File: src/rtl/svm_window_classifier_pkg.sv
// Shared defaults and saturation helper for the linear-SVM window classifier.
package svm_window_classifier_pkg;

    localparam int SW_W_DEF   = 11;
    localparam int FEAT_W_DEF = 12;
    localparam int WGT_W_DEF  = 12;
    localparam int ACC_W_DEF  = 32;
    localparam int N_FEAT_DEF = 3780;
    localparam int N_SW_DEF   = 1200;

    localparam logic signed [ACC_W_DEF-1:0] ACC_MAX = {1'b0, {(ACC_W_DEF-1){1'b1}}};
    localparam logic signed [ACC_W_DEF-1:0] ACC_MIN = {1'b1, {(ACC_W_DEF-1){1'b0}}};

    // Clamp a wide signed value to the signed range of a w-bit word (w <= 62).
    function automatic logic signed [63:0] sat_sum(input logic signed [63:0] v,
                                                    input int unsigned w);
        logic signed [63:0] hi;
        logic signed [63:0] lo;
        hi = (64'sd1 <<< (w - 1)) - 64'sd1;
        lo = -(64'sd1 <<< (w - 1));
        if (v > hi) return hi;
        if (v < lo) return lo;
        return v;
    endfunction

endpackage

File: src/rtl/svm_window_classifier_mac.sv
// Product register followed by a saturating load/accumulate stage with
// first/last/window-id sideband carried alongside.
module svm_mac
    import svm_window_classifier_pkg::*;
#(
    parameter int SW_W   = SW_W_DEF,
    parameter int FEAT_W = FEAT_W_DEF,
    parameter int WGT_W  = WGT_W_DEF,
    parameter int ACC_W  = ACC_W_DEF
) (
    input  logic                     clk,
    input  logic                     rst,
    input  logic                     flush_i,
    input  logic                     valid_i,
    input  logic                     first_i,
    input  logic                     last_i,
    input  logic [SW_W-1:0]          id_i,
    input  logic signed [FEAT_W-1:0] feat_i,
    input  logic signed [WGT_W-1:0]  wgt_i,
    output logic signed [ACC_W-1:0]  acc_o,
    output logic                     last_o,
    output logic [SW_W-1:0]          id_o
);
    localparam int PROD_W = FEAT_W + WGT_W;

    logic                     p_valid_q;
    logic                     p_first_q;
    logic                     p_last_q;
    logic [SW_W-1:0]          p_id_q;
    logic signed [PROD_W-1:0] p_prod_q;
    logic signed [PROD_W-1:0] p_prod_d;

    logic signed [ACC_W-1:0]  acc_q;
    logic signed [ACC_W-1:0]  acc_d;
    logic                     a_last_q;
    logic                     a_last_d;
    logic [SW_W-1:0]          a_id_q;
    logic [SW_W-1:0]          a_id_d;

    assign p_prod_d = PROD_W'(feat_i) * PROD_W'(wgt_i);

    // A flush drops whatever product is in flight and any pending last flag.
    always_comb begin
        acc_d    = acc_q;
        a_last_d = 1'b0;
        a_id_d   = a_id_q;
        if (!flush_i && p_valid_q) begin
            a_last_d = p_last_q;
            a_id_d   = p_id_q;
            if (p_first_q) begin
                acc_d = ACC_W'(p_prod_q);
            end else begin
                acc_d = ACC_W'(sat_sum(64'(acc_q) + 64'(p_prod_q), ACC_W));
            end
        end
    end

    always_ff @(posedge clk) begin
        if (rst) begin
            p_valid_q <= 1'b0;
            p_first_q <= 1'b0;
            p_last_q  <= 1'b0;
            p_id_q    <= '0;
            p_prod_q  <= '0;
            acc_q     <= '0;
            a_last_q  <= 1'b0;
            a_id_q    <= '0;
        end else begin
            p_valid_q <= valid_i;
            p_first_q <= first_i;
            p_last_q  <= last_i;
            p_id_q    <= id_i;
            p_prod_q  <= p_prod_d;
            acc_q     <= acc_d;
            a_last_q  <= a_last_d;
            a_id_q    <= a_id_d;
        end
    end

    assign acc_o  = acc_q;
    assign last_o = a_last_q;
    assign id_o   = a_id_q;

endmodule

File: src/rtl/svm_window_classifier.sv
// Linear-SVM window scorer: feature/window counters, MAC pipeline, bias add,
// sign decision and held result registers.
module svm_window_classifier
    import svm_window_classifier_pkg::*;
#(
    parameter int SW_W   = SW_W_DEF,
    parameter int FEAT_W = FEAT_W_DEF,
    parameter int WGT_W  = WGT_W_DEF,
    parameter int ACC_W  = ACC_W_DEF,
    parameter int N_FEAT = N_FEAT_DEF,
    parameter int N_SW   = N_SW_DEF,
    parameter logic signed [ACC_W-1:0] BIAS = '0
) (
    input  logic                     clk,
    input  logic                     rst,
    input  logic                     i_sof,
    input  logic                     i_valid,
    input  logic signed [FEAT_W-1:0] i_feat,
    input  logic signed [WGT_W-1:0]  i_wgt,
    output logic                     o_valid,
    output logic                     is_person,
    output logic signed [ACC_W-1:0]  score,
    output logic [SW_W-1:0]          sw_id
);
    localparam int FC_W = (N_FEAT > 1) ? $clog2(N_FEAT) : 1;
    localparam logic [FC_W-1:0] FCNT_LAST = FC_W'(N_FEAT - 1);
    localparam logic [SW_W-1:0] WCNT_LAST = SW_W'(N_SW - 1);

    logic [FC_W-1:0]         fcnt_q, fcnt_d, fcnt_cur;
    logic [SW_W-1:0]         wcnt_q, wcnt_d, wcnt_cur;
    logic                    feat_first, feat_last;

    logic signed [ACC_W-1:0] acc;
    logic                    acc_last;
    logic [SW_W-1:0]         acc_id;

    logic                    s_valid_q;
    logic signed [ACC_W-1:0] s_score_q, s_score_d;
    logic [SW_W-1:0]         s_id_q;

    logic                    o_valid_q, o_valid_d;
    logic                    is_person_q, is_person_d;
    logic signed [ACC_W-1:0] score_q, score_d;
    logic [SW_W-1:0]         sw_id_q, sw_id_d;

    // A start-of-frame restarts counting in the same cycle, so a coincident
    // pair lands as feature 0 of window 0.
    always_comb begin
        fcnt_cur   = i_sof ? '0 : fcnt_q;
        wcnt_cur   = i_sof ? '0 : wcnt_q;
        feat_first = (fcnt_cur == '0);
        feat_last  = (fcnt_cur == FCNT_LAST);
        fcnt_d     = fcnt_cur;
        wcnt_d     = wcnt_cur;
        if (i_valid) begin
            if (feat_last) begin
                fcnt_d = '0;
                wcnt_d = (wcnt_cur == WCNT_LAST) ? '0 : wcnt_cur + SW_W'(1);
            end else begin
                fcnt_d = fcnt_cur + FC_W'(1);
            end
        end
    end

    svm_mac #(
        .SW_W   (SW_W),
        .FEAT_W (FEAT_W),
        .WGT_W  (WGT_W),
        .ACC_W  (ACC_W)
    ) u_mac (
        .clk     (clk),
        .rst     (rst),
        .flush_i (i_sof),
        .valid_i (i_valid),
        .first_i (feat_first),
        .last_i  (feat_last),
        .id_i    (wcnt_cur),
        .feat_i  (i_feat),
        .wgt_i   (i_wgt),
        .acc_o   (acc),
        .last_o  (acc_last),
        .id_o    (acc_id)
    );

    assign s_score_d = ACC_W'(sat_sum(64'(acc) + 64'(BIAS), ACC_W));

    always_comb begin
        o_valid_d   = s_valid_q;
        is_person_d = is_person_q;
        score_d     = score_q;
        sw_id_d     = sw_id_q;
        if (s_valid_q) begin
            score_d     = s_score_q;
            is_person_d = !s_score_q[ACC_W-1] && (s_score_q != '0);
            sw_id_d     = s_id_q;
        end
    end

    always_ff @(posedge clk) begin
        if (rst) begin
            fcnt_q      <= '0;
            wcnt_q      <= '0;
            s_valid_q   <= 1'b0;
            s_score_q   <= '0;
            s_id_q      <= '0;
            o_valid_q   <= 1'b0;
            is_person_q <= 1'b0;
            score_q     <= '0;
            sw_id_q     <= '0;
        end else begin
            fcnt_q      <= fcnt_d;
            wcnt_q      <= wcnt_d;
            s_valid_q   <= acc_last;
            s_score_q   <= s_score_d;
            s_id_q      <= acc_id;
            o_valid_q   <= o_valid_d;
            is_person_q <= is_person_d;
            score_q     <= score_d;
            sw_id_q     <= sw_id_d;
        end
    end

    assign o_valid   = o_valid_q;
    assign is_person = is_person_q;
    assign score     = score_q;
    assign sw_id     = sw_id_q;

endmodule

File: config.mk
export PLATFORM = sky130hd
export DESIGN_NAME = svm_window_classifier
export DESIGN_NICKNAME = d
export VERILOG_FILES = /design/src/rtl/svm_window_classifier_pkg.sv /design/src/rtl/svm_window_classifier_mac.sv /design/src/rtl/svm_window_classifier.sv
export SDC_FILE = /design/constraint.sdc
export NUM_CORES = 1
export LEC_CHECK = 0
export BUFFER_PORTS_ARGS = -buffer_cell sky130_fd_sc_hd__buf_4
export CORE_MARGIN = 2
export CORE_UTILIZATION = 30
export CTS_CLUSTER_SIZE = 8
export DETAILED_ROUTE_END_ITERATION = 6
export PLACE_DENSITY = 0.45
export REMOVE_ABC_BUFFERS = 1
export SLEW_MARGIN = 25
export SYNTH_ARGS = -nofsm -noshare
export SYNTH_HDL_FRONTEND = slang
export SYNTH_SLANG_ARGS = --single-unit
File: constraint.sdc
create_clock -name clk -period 8 [get_ports clk]
set_clock_uncertainty 0.1 [all_clocks]
set_input_delay 2 -clock clk [delete_from_list [all_inputs] [get_ports clk]]
set_output_delay 2 -clock clk [all_outputs]
set_load 0.01 [all_outputs]
## Word-level counts from Yosys, hierarchy flattened

Index checks and enable logic that the tools add are counted.

- Bits in registers: 194

- $add $sub $neg: 3
- Multipliers: 1
- Magnitude comparators: 4
- Equal/unequal tests: 2
- Muxes and demuxes: 26
- Bitwise logic cells: 1
- Reduce and logical (&&, ||, !) cells: 7

Operators by type and width:

| kind | count |
|---|---|
| 2-to-1 mux 32 bit | 9 |
| 2-to-1 mux 11 bit | 4 |
| 2-to-1 mux 12 bit | 3 |
| adder 32 x 24 -> 33 bit | 1 |
| greater-than comparator 33 x 32 -> 1 bit, second input constant | 1 |
| < comparator 33 x 32 -> 1 bit, second input constant | 1 |
| greater-than comparator 32 bit, second input constant | 1 |
| < comparator 32 bit, second input constant | 1 |
| nonzero test 32 bit | 1 |
| multiplier 12 x 12 -> 24 bit | 1 |
| adder 12 x 1 -> 12 bit, second input constant | 1 |
| equality test 12 bit, second input constant | 1 |
| zero test 12 bit | 1 |
| adder 11 x 1 -> 11 bit, second input constant | 1 |
| equality test 11 bit, second input constant | 1 |
| 2-to-1 mux 1 bit | 10 |
| logical AND 1 bit | 2 |
| zero test 1 bit | 2 |
| OR reduction 2 bit | 1 |
| NOT 1 bit | 1 |

## Depth between registers and ports, before layout

- Depth after elaboration: 11
- Mapped depth: 22
- Depth with buffers taken out: 21

## Modules after synthesis

A second synthesis with hierarchy kept.

- Cells, all modules: 1590
- Area total of the unflattened synthesis: 14099.8 um^2

Modules (own cells, without submodules):

| module | times used | cells each | area an instance (um^2) |
|---|---|---|---|
| svm_mac | 1 | 1168 | 9950.8 |
| svm_window_classifier | 1 | 422 | 4149.0 |

## Worst setup path after synthesis

Ideal clock, no wire load.

- Kind: input to register
- From: in i_wgt[1]
- To: reg u_mac.p_prod_q[22]
- Arrival: 6.878 ns
- Data required time: 7.779 ns
- Path slack: 0.901 ns
- Stages on the path: 19
- Buffers on the path: 1
- Cells stage by stage: clkbuf_1 -> and2_1 -> fa_1 -> ha_1 -> inv_1 -> fa_1 -> inv_1 -> fa_1 -> inv_1 -> fa_1 -> inv_1 -> ha_1 -> or2_2 -> o31ai_1 -> a31oi_1 -> a211oi_1 -> o21ai_0 -> o21ai_0 -> mux2_2

- Longest elaborated chain between the ends: 1

Ends and longest elaborated chain:

| element | line | source |
|---|---|---|
| start: declaration | svm_window_classifier.sv:19 | `input logic signed [WGT_W-1:0] i_wgt,` |
| multiplier 12 x 12 -> 24 bit | svm_window_classifier_mac.sv:40 | `assign p_prod_d = PROD_W'(feat_i) * PROD_W'(wgt_i);` |
| end signal: assignment | svm_window_classifier_mac.sv:73 | `p_prod_q <= p_prod_d;` |
| end: declaration | svm_window_classifier_mac.sv:30 | `logic signed [PROD_W-1:0] p_prod_q;` |

Every way passes these cells.
A chain may end at the register's enable or synchronous reset.

## Worst setup path in the final report

- From: in i_feat[5]
- To: reg u_mac.p_prod_q[21]

- Longest elaborated chain between the ends: 1

Ends and longest elaborated chain:

| element | line | source |
|---|---|---|
| start: declaration | svm_window_classifier.sv:18 | `input logic signed [FEAT_W-1:0] i_feat,` |
| multiplier 12 x 12 -> 24 bit | svm_window_classifier_mac.sv:40 |  |

Every way passes these cells.

==> impl_results.md <==
* Largest net degree at the start of global routing at 61
* Drt total wl at 32.5 mm
* Max-cap viol count at 0
* Fmax at 143 MHz
* Setup CP Type: input pin to flop
* Core outline area at 0.0456 mm²
* Vias per inst at 4.58
* Final Cycle Share at 0.877
* CP Cell Sequence: buf_4, nand2_1, fa_1, inv_1, ha_1, fa_1, inv_1, fa_1, fa_1, inv_1, ha_1, nor2b_1, o21ai_0, a21boi_0, o311ai_0, a31oi_1, a41o_1, o41ai_1, xor2_1, nor2_1
* Clock Sink Count at 194
* CTS tree: yes
* Global placement routability congestion at 0.834
* CTS buffer count at 17
* Worst Path Arrival at 7.24 ns
* # hold bufs at CTS at 0
* Warnings, synthesis at 0
* Worst path max stage delay at 0.55 ns
* Die ar. at 0.0481 mm²
* Area grow syn2layout at 11.9%
* Remaining Overflow, GRT at 0
* Starting Density at 0.305
* Critical Path Source Type: input pin
* Slowest CP cell: fa_1
* Worst path buffer plus inverter count at 4
* Most instantiated library cell after synthesis: inv_1
* Status: finished clean
* Async set-reset flop share out of synthesis at 0
* Clock root buffer: clkbuf_16
* Leakage power at 0.00694 µW
* Pins Over Slew Limit at 0
* Most frequent CP cell: fa_1
* RSZ-0062 raised after global routing: false
* Sw power at 2140 µW
* Layout Nets at 1,843
* First-pass GRT wire length at 54.4 mm
* H-tree Lvls at 4
* Avg Cell Area, Syn at 8.90 µm²
* Internal power at 2810 µW
* Drt drc at 0
* Sequential share of the synthesized area at 0.279
* Global Route Usage Sum at 0.142
* Worst Max-Slew Pin Slew at 0.966 ns
* Worst-path clk slew at 0.07 ns
* Setup WS pre-CTS at 0.526 ns
* Synth cell count leaders: inv_1, dfxtp_1, nand2_1
* Routed len/inst at 14.8 µm
* Final ANT Viol Nets at 0
* Critical path's top delay family: adder cells
* Net Sw Frac at 0.432
* Crit. End Element: flop
* Reg power frac at 0.223
* Later-pin clock latency in the skew report at 0.46 ns
* Port bufs at 72
* Netlist Area Pre-Place at 0.0139 mm²
* Share of power burned in combinational logic at 0.598
* Vias at 10,100
* I/O Pins at 73
* #FFs+latches synth at 194
* Share of cells above drive strength 1 at 0.0861
* Standard-cell rows at 78
* Most used DFF post-synth: dfxtp_1
* Die W at 219 µm
* First DRT Iteration DRCs at 589
* Top cell type's share of synthesized area at 0.279
* DIE HEIGHT at 219 µm
* Post-cts repair resize count at 0
* Post-synth EDFFs at 0
* Post-route minimum period at 7.02 ns
* Worst slew margin at 0.354
* Hold Fails Final Rpt at 0
* Worst hold path type: flop to flop
* Area leader, netlist: dfxtp_1
* Required time of the worst setup path at 8.23 ns
* Synth Instances at 1,561
* Synth cell types at 66
* Setup TNS Final at 0 ns
* Final setup fails at 0
* Clock power frac at 0.179
* Drt first pass iters at 5
* Clock buffer depth at 2
* Area contributors post-synth: dfxtp_1, fa_1, ha_1, inv_1, nand2_1
* Number of global-route vias before repair at 10,300
* Placed wire-length estimate at 25.3 mm
* PnR worst setup slack at 0.983 ns
* Max FO, Critical Path at 12
* Antenna cells at 0
* Number of post-CTS setup repair buffers at 0
* Peak supply drop at 0.237 mV
* Pwr Density at 318 mW/mm²
* Initial antenna violation count at 0
==> per-stage QoR <==
step	util	total power [µW]	hold slack, ns	instances	instance area [µm²]
after global placement	0.328	4090	0.311	2171	14900
after global routing	0.341	5510	0.364	2203	15600
after CTS	0.341	5020	0.339	2203	15600
final	0.341	4940	0.334	2203	15600
after detailed placement	0.328	4100	0.320	2171	14900
after floorplan	-	3450	0.306	1490	13600
==> sequential cells by signal, summed over array words and instances, names as in the netlist, 12 cells and up <==
name / count
fcnt_q: 12
score: 32
u_mac.acc_o: 32
u_mac.p_prod_q: 24
s_score_q: 32
==> cell families (layout without fill, tap and decap cells) <==
| family | after synthesis | in the layout | share of synthesized area |
|---|---|---|---|
| simple gates | 524 | 524 | 0.181 |
| buf+inv | 268 | 310 | 0.0765 |
| compound gates | 240 | 240 | 0.111 |
| fa+ha+maj | 225 | 225 | 0.278 |
| flops | 194 | 194 | 0.279 |
| xor+xnor | 64 | 64 | 0.0403 |
| mux | 46 | 46 | 0.0332 |
==> power groups by stage <==
stage	combinational [µW]	clock [µW]	sequential, µW
after CTS	3000	914	1100
after global placement	2970	0	1130
after floorplan	2350	0	1100
after detailed placement	2980	0	1130
final	2960	884	1100
after global routing	3440	955	1110
==> path summary, 6_finish.rpt <==
kind / start / endpoint / slack (ns) / cells after the start
worst max-delay path: i_feat[5] / u_mac.p_prod_q[21] / 0.98 / 20
worst min-delay path: u_mac.p_last_q / u_mac.last_o / 0.33 / 1
worst max register to register: u_mac.p_prod_q[23] / u_mac.acc_o[25] / 4.41 / 10
worst min register to register: u_mac.p_last_q / u_mac.last_o / 0.33 / 1
==> placed cells by master (no fill, tap or decap), types with 14 or more instances in the layout <==
cell type / count
xnor2_1: 36
nand2b_1: 16
nand2_1: 151
and2_1: 57
fa_1: 139
clkbuf_16: 17
xor2_1: 28
nor2b_1: 67
dfxtp_1: 193
buf_4: 81
a21oi_1: 72
o21ai_0: 49
a21o_1: 14
mux2i_1: 45
nor3_1: 19
nor2_1: 142
ha_1: 86
inv_1: 196
nand3_1: 21
==> cell type report <==
type,count,area (µm²)
Clock buffer,18,439
Clock inverter,14,169
Fill cell,4730,30000
Inverter,197,739
Multi-Input combinational cell,1099,8960
Sequential cell,194,3880
Tap cell,600,751
Timing Repair Buffer,81,608
==> routing by layer <==
layer	vias up	wire length (µm)	track usage
li1	5108	-	-
met1	4801	17300	0.207
met2	166	13800	0.218
met3	23	1060	0.0195
met4	0	364	0.0347
met5	-	0	0
No activity file was read; power rests on OpenSTA's default activity.
